$ cat src/rtl/me_sad_sched_pkg.sv
// Shared types and width helpers for the motion-estimation SAD path
// (sequencer, AD array and search-result collector).
package me_pkg;

  localparam int DEF_PIXELS_IN_BATCH = 16;
  localparam int DEF_BIT_DEPTH       = 8;
  localparam int DEF_EDGE_LEN        = 8;
  localparam int DEF_PSAD_BITS       = 11;

  typedef enum logic [2:0] {
    IDLE   = 3'd0,
    FETCH  = 3'd1,
    ACCUM  = 3'd2,
    SCAN   = 3'd3,
    RESULT = 3'd4
  } state_t;

  // Index width for n entries; never zero so single-entry builds still elaborate.
  function automatic int idx_bits(input int n);
    return (n > 1) ? $clog2(n) : 1;
  endfunction

  // Narrowest partial SAD that cannot wrap over a full row.
  function automatic int psad_min_bits(input int bit_depth, input int edge_len);
    return bit_depth + $clog2(edge_len);
  endfunction

endpackage

$ cat src/rtl/me_sad_sched_if.sv
// Search-result handshake: best SAD and its candidate lane, valid/ready.
interface me_sad_sched_if #(
  parameter int PSAD_BITS = 11,
  parameter int IDX_W     = 4
) ();
  logic                 res_valid;
  logic                 res_ready;
  logic [PSAD_BITS-1:0] res_sad;
  logic [IDX_W-1:0]     res_idx;

  modport master (output res_valid, res_sad, res_idx, input res_ready);
  modport slave  (input res_valid, res_sad, res_idx, output res_ready);
endinterface

$ cat src/rtl/me_sad_sched_scan.sv
// Sequential argmin over the lane SADs: one lane per step, lane 0 first.
module sad_argmin_scan
  import me_pkg::*;
#(
  parameter  int LANES     = 16,
  parameter  int PSAD_BITS = 11,
  localparam int IDX_W     = idx_bits(LANES)
) (
  input  logic                            clk,
  input  logic                            rst_n,
  input  logic                            load,
  input  logic                            step,
  input  logic [LANES-1:0][PSAD_BITS-1:0] sad,
  output logic [PSAD_BITS-1:0]            best_sad,
  output logic [IDX_W-1:0]                best_idx,
  output logic                            done
);

  logic [IDX_W-1:0] j;
  logic             last;
  logic             take;

  assign last = (j == IDX_W'(LANES - 1));
  // Strict compare: on equal SADs the earlier (lower) lane is kept.
  assign take = (j == '0) || (sad[j] < best_sad);
  assign done = step && last;

  always_ff @(posedge clk or negedge rst_n) begin
    if (!rst_n) begin
      j        <= '0;
      best_sad <= '0;
      best_idx <= '0;
    end else if (load) begin
      j        <= '0;
      best_sad <= '0;
      best_idx <= '0;
    end else if (step) begin
      if (take) begin
        best_sad <= sad[j];
        best_idx <= j;
      end
      j <= last ? '0 : j + IDX_W'(1);
    end
  end

endmodule

$ cat src/rtl/me_sad_sched.sv
// Row sequencer for the AD stage: fetch, accumulate partial SADs over the row,
// scan lanes for the minimum and present it over a valid/ready handshake.
module me_sad_sched
  import me_pkg::*;
#(
  parameter  int PIXELS_IN_BATCH = DEF_PIXELS_IN_BATCH,
  parameter  int BIT_DEPTH       = DEF_BIT_DEPTH,
  parameter  int EDGE_LEN        = DEF_EDGE_LEN,
  parameter  int PSAD_BITS       = DEF_PSAD_BITS,
  localparam int ADDR_W          = idx_bits(EDGE_LEN),
  localparam int IDX_W           = idx_bits(PIXELS_IN_BATCH)
) (
  input  logic                                      clk,
  input  logic                                      rst_n,
  input  logic                                      start,
  output logic                                      busy,
  output logic [ADDR_W-1:0]                         cur_addr,
  input  logic [BIT_DEPTH-1:0]                      cur_pixel,
  output logic [ADDR_W-1:0]                         ref_addr,
  input  logic [PIXELS_IN_BATCH-1:0][BIT_DEPTH-1:0] ref_batch,
  output logic [BIT_DEPTH-1:0]                      ad_current,
  output logic [PIXELS_IN_BATCH-1:0][BIT_DEPTH-1:0] ad_reference,
  output logic [PIXELS_IN_BATCH-1:0][PSAD_BITS-1:0] ad_psad_in,
  input  logic [PIXELS_IN_BATCH-1:0][PSAD_BITS-1:0] ad_psad_out,
  me_sad_sched_if.master                            res
);

  if (PSAD_BITS < psad_min_bits(BIT_DEPTH, EDGE_LEN)) begin : g_psad_too_narrow
    $error("me_sad_sched: PSAD_BITS too narrow for BIT_DEPTH/EDGE_LEN");
  end

  state_t              state, state_n;
  logic [ADDR_W-1:0]   k;
  logic                last_k;
  logic [ADDR_W-1:0]   addr;
  logic                scan_done;
  logic [PSAD_BITS-1:0] best_sad;
  logic [IDX_W-1:0]    best_idx;

  assign last_k = (k == ADDR_W'(EDGE_LEN - 1));

  always_ff @(posedge clk or negedge rst_n) begin
    if (!rst_n) state <= IDLE;
    else        state <= state_n;
  end

  always_comb begin
    state_n       = state;
    busy          = (state != IDLE);
    res.res_valid = (state == RESULT);
    case (state)
      IDLE:    if (start)         state_n = FETCH;
      FETCH:                      state_n = ACCUM;
      ACCUM:   if (last_k)        state_n = SCAN;
      SCAN:    if (scan_done)     state_n = RESULT;
      RESULT:  if (res.res_ready) state_n = IDLE;
      default:                    state_n = IDLE;
    endcase
  end

  // Pixel counter: k names the pixel whose read data is on the bus this cycle.
  always_ff @(posedge clk or negedge rst_n) begin
    if (!rst_n)                k <= '0;
    else if (state == FETCH)   k <= '0;
    else if (state == ACCUM)   k <= k + ADDR_W'(1);
  end

  // Addresses run one ahead of k to cover the 1-cycle memory latency.
  always_comb begin
    addr = '0;
    if (state == ACCUM) addr = last_k ? k : k + ADDR_W'(1);
  end

  assign cur_addr     = addr;
  assign ref_addr     = addr;
  assign ad_current   = (state == ACCUM) ? cur_pixel : '0;
  assign ad_reference = (state == ACCUM) ? ref_batch : '0;

  for (genvar i = 0; i < PIXELS_IN_BATCH; i++) begin : g_lane
    logic [PSAD_BITS-1:0] acc;

    always_ff @(posedge clk or negedge rst_n) begin
      if (!rst_n)              acc <= '0;
      else if (state == FETCH) acc <= '0;
      else if (state == ACCUM) acc <= ad_psad_out[i];
    end

    assign ad_psad_in[i] = acc;
  end

  sad_argmin_scan #(
    .LANES     (PIXELS_IN_BATCH),
    .PSAD_BITS (PSAD_BITS)
  ) u_scan (
    .clk      (clk),
    .rst_n    (rst_n),
    .load     (state == FETCH),
    .step     (state == SCAN),
    .sad      (ad_psad_in),
    .best_sad (best_sad),
    .best_idx (best_idx),
    .done     (scan_done)
  );

  assign res.res_sad = best_sad;
  assign res.res_idx = best_idx;

endmodule

$ cat src/flat_wrapper.sv
// flat-port wrapper written by rule: the top's interface ports become plain ports
module me_sad_sched_flat import me_pkg::*;
#(
  parameter  int PIXELS_IN_BATCH = DEF_PIXELS_IN_BATCH,
  parameter  int BIT_DEPTH       = DEF_BIT_DEPTH,
  parameter  int EDGE_LEN        = DEF_EDGE_LEN,
  parameter  int PSAD_BITS       = DEF_PSAD_BITS,
  localparam int ADDR_W          = idx_bits(EDGE_LEN),
  localparam int IDX_W           = idx_bits(PIXELS_IN_BATCH)
)
  (clk, rst_n, start, busy, cur_addr, cur_pixel, ref_addr, ref_batch, ad_current, ad_reference, ad_psad_in, ad_psad_out, res_res_valid, res_res_sad, res_res_idx, res_res_ready);
  me_sad_sched_if #(.PSAD_BITS(PSAD_BITS), .IDX_W((4))) res_i ();
  input  logic clk;
  input  logic rst_n;
  input  logic start;
  output logic busy;
  output logic [ADDR_W-1:0] cur_addr;
  input  logic [BIT_DEPTH-1:0] cur_pixel;
  output logic [ADDR_W-1:0] ref_addr;
  input  logic [PIXELS_IN_BATCH-1:0][BIT_DEPTH-1:0] ref_batch;
  output logic [BIT_DEPTH-1:0] ad_current;
  output logic [PIXELS_IN_BATCH-1:0][BIT_DEPTH-1:0] ad_reference;
  output logic [PIXELS_IN_BATCH-1:0][PSAD_BITS-1:0] ad_psad_in;
  input  logic [PIXELS_IN_BATCH-1:0][PSAD_BITS-1:0] ad_psad_out;
  output wire logic [$bits(res_i.res_valid)-1:0] res_res_valid;
  output wire logic [$bits(res_i.res_sad)-1:0] res_res_sad;
  output wire logic [$bits(res_i.res_idx)-1:0] res_res_idx;
  input wire logic [$bits(res_i.res_ready)-1:0] res_res_ready;
  assign res_res_valid = res_i.res_valid;
  assign res_res_sad = res_i.res_sad;
  assign res_res_idx = res_i.res_idx;
  assign res_i.res_ready = res_res_ready;
  me_sad_sched #(.PIXELS_IN_BATCH(PIXELS_IN_BATCH), .BIT_DEPTH(BIT_DEPTH), .EDGE_LEN(EDGE_LEN), .PSAD_BITS(PSAD_BITS)) u_core (.clk(clk), .rst_n(rst_n), .start(start), .busy(busy), .cur_addr(cur_addr), .cur_pixel(cur_pixel), .ref_addr(ref_addr), .ref_batch(ref_batch), .ad_current(ad_current), .ad_reference(ad_reference), .ad_psad_in(ad_psad_in), .ad_psad_out(ad_psad_out), .res(res_i));
endmodule
$ cat config.mk
export PLATFORM = sky130hd
export DESIGN_NAME = me_sad_sched_flat
export DESIGN_NICKNAME = d
export VERILOG_FILES = /design/src/rtl/me_sad_sched_pkg.sv /design/src/rtl/me_sad_sched_if.sv /design/src/rtl/me_sad_sched_scan.sv /design/src/rtl/me_sad_sched.sv /design/src/flat_wrapper.sv
export SDC_FILE = /design/constraint.sdc
export NUM_CORES = 1
export LEC_CHECK = 0
export CORE_AREA = 2 2 251 253
export DETAILED_ROUTE_END_ITERATION = 10
export DIE_AREA = 0 0 253 255
export PLACE_DENSITY = 0.39
export RECOVER_POWER = 50
export SYNTH_ARGS = -nofsm -noshare
export SYNTH_HDL_FRONTEND = slang
export SYNTH_SLANG_ARGS = --single-unit
$ cat constraint.sdc
create_clock -name clk -period 4.2 [get_ports clk]
set_clock_uncertainty 0.1 [all_clocks]
set_input_delay 0.84 -clock clk [delete_from_list [all_inputs] [get_ports clk]]
set_output_delay 0.84 -clock clk [all_outputs]
set_load 0.005 [all_outputs]
**Word level (Yosys, flattened, before mapping)**

Index checks and enable logic that the tools add are counted.

- Latch bits: 0
- Input port bits: 316
- Memory bits (read-only): 0
- Register bits after elaboration: 201
- Output and inout bits: 335
- Bits in writable memories: 0
- Logic and storage cells: 99
- Memories kept: 0

- $lt $le $gt $ge: 2
- Multiply operators: 0
- Add/sub/neg operators: 2
- Bitwise gates (word level): 0
- Divide/modulo/power cells: 0
- Muxes and demuxes: 54
- Shifts and indexed selects: 0
- Reduce and logical (&&, ||, !) cells: 10
- Eq/ne operators: 10

Operators by type and width:

| operator | count |
|---|---|
| two-way mux 11 bit | 36 |
| two-way mux 128 bit | 1 |
| binary-select mux 11 bit (select 4 bit) | 1 |
| two-way mux 3 bit | 8 |
| two-way mux 4 bit | 6 |
| one-hot mux 3 bit (5 select lines) | 1 |
| less-than comparator 11 bit | 1 |
| two-way mux 8 bit | 1 |
| == test 3 x 2 -> 1 bit, second input constant | 2 |
| == test 3 bit, second input constant | 2 |
| inequality test 2 x 1 -> 1 bit, second input constant | 3 |
| nonzero test 2 bit | 3 |
| less-than comparator 4 x 5 -> 1 bit, second input constant | 1 |
| adder 4 x 1 -> 4 bit, second input constant | 1 |
| == test 4 bit, second input constant | 1 |
| logical NOT 4 bit | 1 |
| AND reduction 4 bit | 1 |
| adder 3 x 1 -> 3 bit, second input constant | 1 |
| == test 3 x 1 -> 1 bit, second input constant | 1 |
| logical NOT 3 bit | 1 |
| nonzero test 3 bit | 1 |
| inequality test 2 bit, second input constant | 1 |
| AND reduction 2 bit | 1 |
| logical AND 1 bit | 1 |
| logical OR 1 bit | 1 |

**Depth between registers and ports, before layout**

- Depth in word-level cells: 7
- Depth in mapped cells: 13
- Depth with buffers taken out: 9

**By module**

A second synthesis with hierarchy kept.

- Cells, all modules: 1241
- Area, all modules: 12862.3 µm²

By module, submodules not included:

| module | area an instance (µm²) | sequential area each (µm²) | cells an instance | instances |
|---|---|---|---|---|
| me_sad_sched | 10256.1 | 4554.4 | 1003 | 1 |
| sad_argmin_scan | 2606.2 | 475.5 | 238 | 1 |

**Worst setup path before layout**

OpenSTA, ideal clock, no wires.

- Kind: register to register
- Start point: register u_core.u_scan.j[0]
- End point: register u_core.u_scan.best_sad[3]
- Slack: 0.651 ns
- Stages on the path, launching flop included: 14
- Arrival: 3.370 ns
- Required time: 4.021 ns
- Clock period less this slack: 3.549 ns
- Setup time: 0.079 ns
- Cell sequence: dfrtp_1 buf_6 buf_12 buf_2 mux4_2 o22ai_1 nor2_1 ha_1 and4_1 a2111oi_0 a21oi_1 a211oi_4 buf_6 mux2i_1

- Longest elaborated chain between the ends: 6
- Elaborated cells between the ends (all ways): 10
- Those cells by class: 1 x order compare; 5 x mux; 4 x reduce/logical

Ends and longest elaborated chain:

| element | line | RTL |
|---|---|---|
| start, declared | me_sad_sched_scan.sv:19 | `logic [IDX_W-1:0] j;` |
| start signal, assigned | me_sad_sched_scan.sv:42 | `j <= last ? '0 : j + IDX_W'(1);` |
| binary-select mux 11 bit (select 4 bit) | me_sad_sched_scan.sv:25, me_sad_sched_scan.sv:39 |  |
| two-way mux 11 bit (implied by the code) | me_sad_sched_scan.sv:25, me_sad_sched_scan.sv:39 |  |
| less-than comparator 11 bit | me_sad_sched_scan.sv:25 | `assign take = (j == '0) \|\| (sad[j] < best_sad);` |
| logical OR 1 bit | me_sad_sched_scan.sv:25 |  |
| nonzero test 2 bit (no line) | -- |  |
| AND reduction 2 bit (no line) | -- |  |
| end signal, assigned | me_sad_sched_scan.sv:39 | `best_sad <= sad[j];` |
| end, declared | me_sad_sched_scan.sv:14 | `output logic [PSAD_BITS-1:0] best_sad,` |

Several ways; a longest one is shown, not always the timed one. The select of a mux whose other input is x is not followed.
A chain may end at the register's enable or synchronous reset.

**Worst setup path after layout**

- Start point: register u_core.u_scan.j[0]
- End point: register u_core.u_scan.best_idx[2]

- Longest elaborated chain between the ends: 6
- Elaborated cells between the ends (all ways): 7
- Those cells by class: 1 x order compare; 2 x mux; 4 x reduce/logical

Ends and longest elaborated chain:

| element | line | RTL |
|---|---|---|
| binary-select mux 11 bit (select 4 bit) | me_sad_sched_scan.sv:25 |  |
| two-way mux 11 bit (implied by the code) | me_sad_sched_scan.sv:25 |  |
| less-than comparator 11 bit | me_sad_sched_scan.sv:25 |  |
| logical OR 1 bit (*) | me_sad_sched_scan.sv:25 |  |
| nonzero test 2 bit (no line) (*) | -- |  |
| AND reduction 2 bit (no line) (*) | -- |  |
| end signal, assigned | me_sad_sched_scan.sv:40 | `best_idx <= j;` |
| end, declared | me_sad_sched_scan.sv:15 | `output logic [IDX_W-1:0] best_idx,` |

Mark *: on every way between the ends. The rest lies on a longest branch, timed or not. The select of a mux whose other input is x is not followed.

==> results <==
## path summary, 6_finish.rpt
kind	from	to	slack [ps]	cells after the start
worst min register to register	u_core.g_lane[15].acc[7]	u_core.g_lane[15].acc[7]	420	1
min in group asynchronous	rst_n	u_core.g_lane[3].acc[3]	830	1
max in group asynchronous	rst_n	u_core.u_scan.j[0]	880	2
worst min-delay path	u_core.g_lane[15].acc[7]	u_core.g_lane[15].acc[7]	420	1
worst max register to register	u_core.u_scan.j[0]	u_core.u_scan.best_idx[2]	250	11
worst max-delay path	u_core.u_scan.j[0]	u_core.u_scan.best_idx[2]	250	11
## synthesized netlist by cell type, types with 2 or more instances
cell type / number
dfrtp_1: 201
a22o_1: 179
and3_1: 137
clkbuf_1: 74
mux4_2: 43
nand2_1: 23
mux2i_1: 21
inv_1: 20
o22ai_1: 20
ha_1: 15
nor2_1: 15
buf_1: 9
o21ai_0: 8
buf_2: 4
nand2b_1: 4
buf_4: 3
nand3_1: 3
xor2_1: 3
a21o_1: 2
a21oi_1: 2
and4_1: 2
buf_6: 2
## sequential cells by signal, summed over array words and instances (netlist names)
signal,cells
u_core.g_lane.acc,176
u_core.u_scan.j,4
u_core.k,3
u_core.u_scan.best_idx,4
u_core.u_scan.best_sad,11
u_core.state,3
## final cells by class
type | count | area (sq um) | area share, %
Timing Repair Buffer | 681 | 6810 | 37.4
Sequential cell | 201 | 5040 | 27.7
Multi-Input combinational cell | 496 | 4390 | 24.2
Tap cell | 799 | 1000 | 5.50
Clock buffer | 37 | 742 | 4.08
Clock inverter | 11 | 111 | 0.612
Inverter | 20 | 75.1 | 0.413
Antenna cell | 6 | 15.0 | 0.0826
## layer usage
metal / GRT usage [%] / wire (um)
met5: 0 / 30
met4: 4.43 / 1170
met3: 4.31 / 4080
met2: 29.9 / 29100
met1: 19.2 / 21900
## where the power goes
group / total, uW / switching [uW] / internal, uW
sequential: 3790 / 1060 / 2730
combinational: 7270 / 3340 / 3930
clock: 2230 / 934 / 1300
total: 13300 / 5330 / 7960
## cells by family (layout without fill, tap and decap cells)
family / count (synthesis) / count (layout) / share of synthesized area, %
buffers and inverters: 113 / 749 / 4.78
multiplexers: 65 / 65 / 12.2
adder cells (fa/ha/maj): 15 / 15 / 1.90
XOR/XNOR: 3 / 3 / 0.266
AND/OR/NAND/NOR: 194 / 194 / 11.4
other: 0 / 6 / 0
flip-flops: 201 / 201 / 50.9
AO/OA/AOI/OAI: 219 / 219 / 18.6
## metrics by stage
| step | cell area (sq um) | total power (uW) |
|---|---|---|
| 4_1_cts | 18200 | 13800 |
| 3_3_place_gp | 17400 | 11500 |
| 5_1_grt | 18200 | 14200 |
| 3_5_place_dp | 17400 | 11500 |
| 2_1_floorplan | 9880 | 6880 |
| 6_report | 18200 | 13300 |
==> flow_summary.yaml <==
critical_path:
  worst-path-buf-inv: 2
  max_stage_delay_ps: 590
  cp.arrival_ps: 4320
  path_max_fanout: 23
  critPathTopFamily: "compound AO/OA/AOI/OAI gates"
  worstPathRequired_ps: 4570
  worstSetupPathType: "reg -> reg"
  cp-start-kind: "flop"
  cp-end-kind: "flop"
  worstPathCellList: "buf_12, mux4_2, o22ai_1, nor2_1, ha_1, and4_1, a2111oi_0, a21oi_1, a211oi_4, buf_4, mux2i_1"
  crit_slowest_cell: "mux4_2"
placed_design:
  io_buffers: 650
  dp_slack_ps: 278
  placedCellCount: 2197
  hpwl_mm: 44.7
  routabilityCongestion: 0.802
clock_tree:
  root_buffer: "clkbuf_16"
  numCtsBuffers: 26
  worst_skew_pair.late_latency_ps: 570
  post_cts_resized: 0
  htreeDepth: 1
  cts_setup_buffers: 0
  clock-sinks: 201
  clk_pin_slew_ps: 60
  cts_tree: "built"
  clockBufferDepth: 3
  cts_hold_buffers: 0
sta:
  setup_tns_ps: 0
  period_needed_ps: 3950
  fmax_mhz: 253
  max_slew_margin_pct: -46.9
  fin_hold_ws_ps: 416
  hold_viol: 0
  setup_viol: 0
  drv_slew: 84
  tightest_slew_ps: 2200
  rsz0062_at_grt: "false"
  fin_ws_ps: 253
  post-route-period-util_pct: 94.0
logic_synthesis:
  avgSynthCellArea_sq_um: 12.2
  synth-seq-cells: 201
  synth_area_sq_um: 9880
  synthTopCellsByArea: "dfrtp_1 (51%), a22o_1 (16%), mux4_2 (9.8%)"
  syn_nets: 1141
  synthArstFlopShare_pct: 100
  synth_ff_type: "dfrtp_1"
  synth.top_cell.area_share_pct: 50.9
  synthCells: 810
  synth_warnings: 0
  yosysSeqAreaShare_pct: 50.9
  yosysUniqueCellTypes: 42
  synth-edff-count: 0
  synth_top_area_cell: "dfrtp_1"
drt:
  viasPerCell: 4.34
  vias: 9763
  drt_pass1_iterations: 5
  totalWireLength_mm: 56.3
  avgRoutedWirePerCell_um: 25.0
  drc: 0
  ant_nets: 0
  drtIter0Drc: 525
power:
  vdd_ir_drop_max_mv: 0.346
  power_density_nw_per_um2: 731
  p_leak_uw: 0.00807
floorplan:
  ioPinCount: 651
  dieWidth_um: 253
  die_area_sq_um: 64500
  coreArea_sq_um: 62200
  fp-row-count: 92
  start_util_pct: 15.9
  die_h_um: 255
global_route:
  grt_pass1_vias: 10100
  antenna_found_initial: 8
  grt_overflow: 0
  grt_pass1_wl_mm: 77.3
  grt_use_total_pct: 16.5
  grt_max_degree: 139
run_status:
  violations: "capacitance limit, slew limit"
  status: "finished, violations left"
finish:
  drive_gt1_share_pct: 8.44
  synthToLayoutAreaGrowth_pct: 84.1
  stdcell_count: 2251
  num-nets-final: 1757
  final_cell_mix: "clkdlybuf4s50_1 (489), dfrtp_1 (197), a22o_1 (179), dlygate4sd3_1 (160), and3_1 (137)"
  utilization_pct: 29.3
  fillers: 6434
  mostFrequentLayoutCell: "clkdlybuf4s50_1"
min_path:
  min_path_type: "reg -> reg"
flow_run:
  maxCapViolCount: 1
Power figures use the tool's default switching activity.
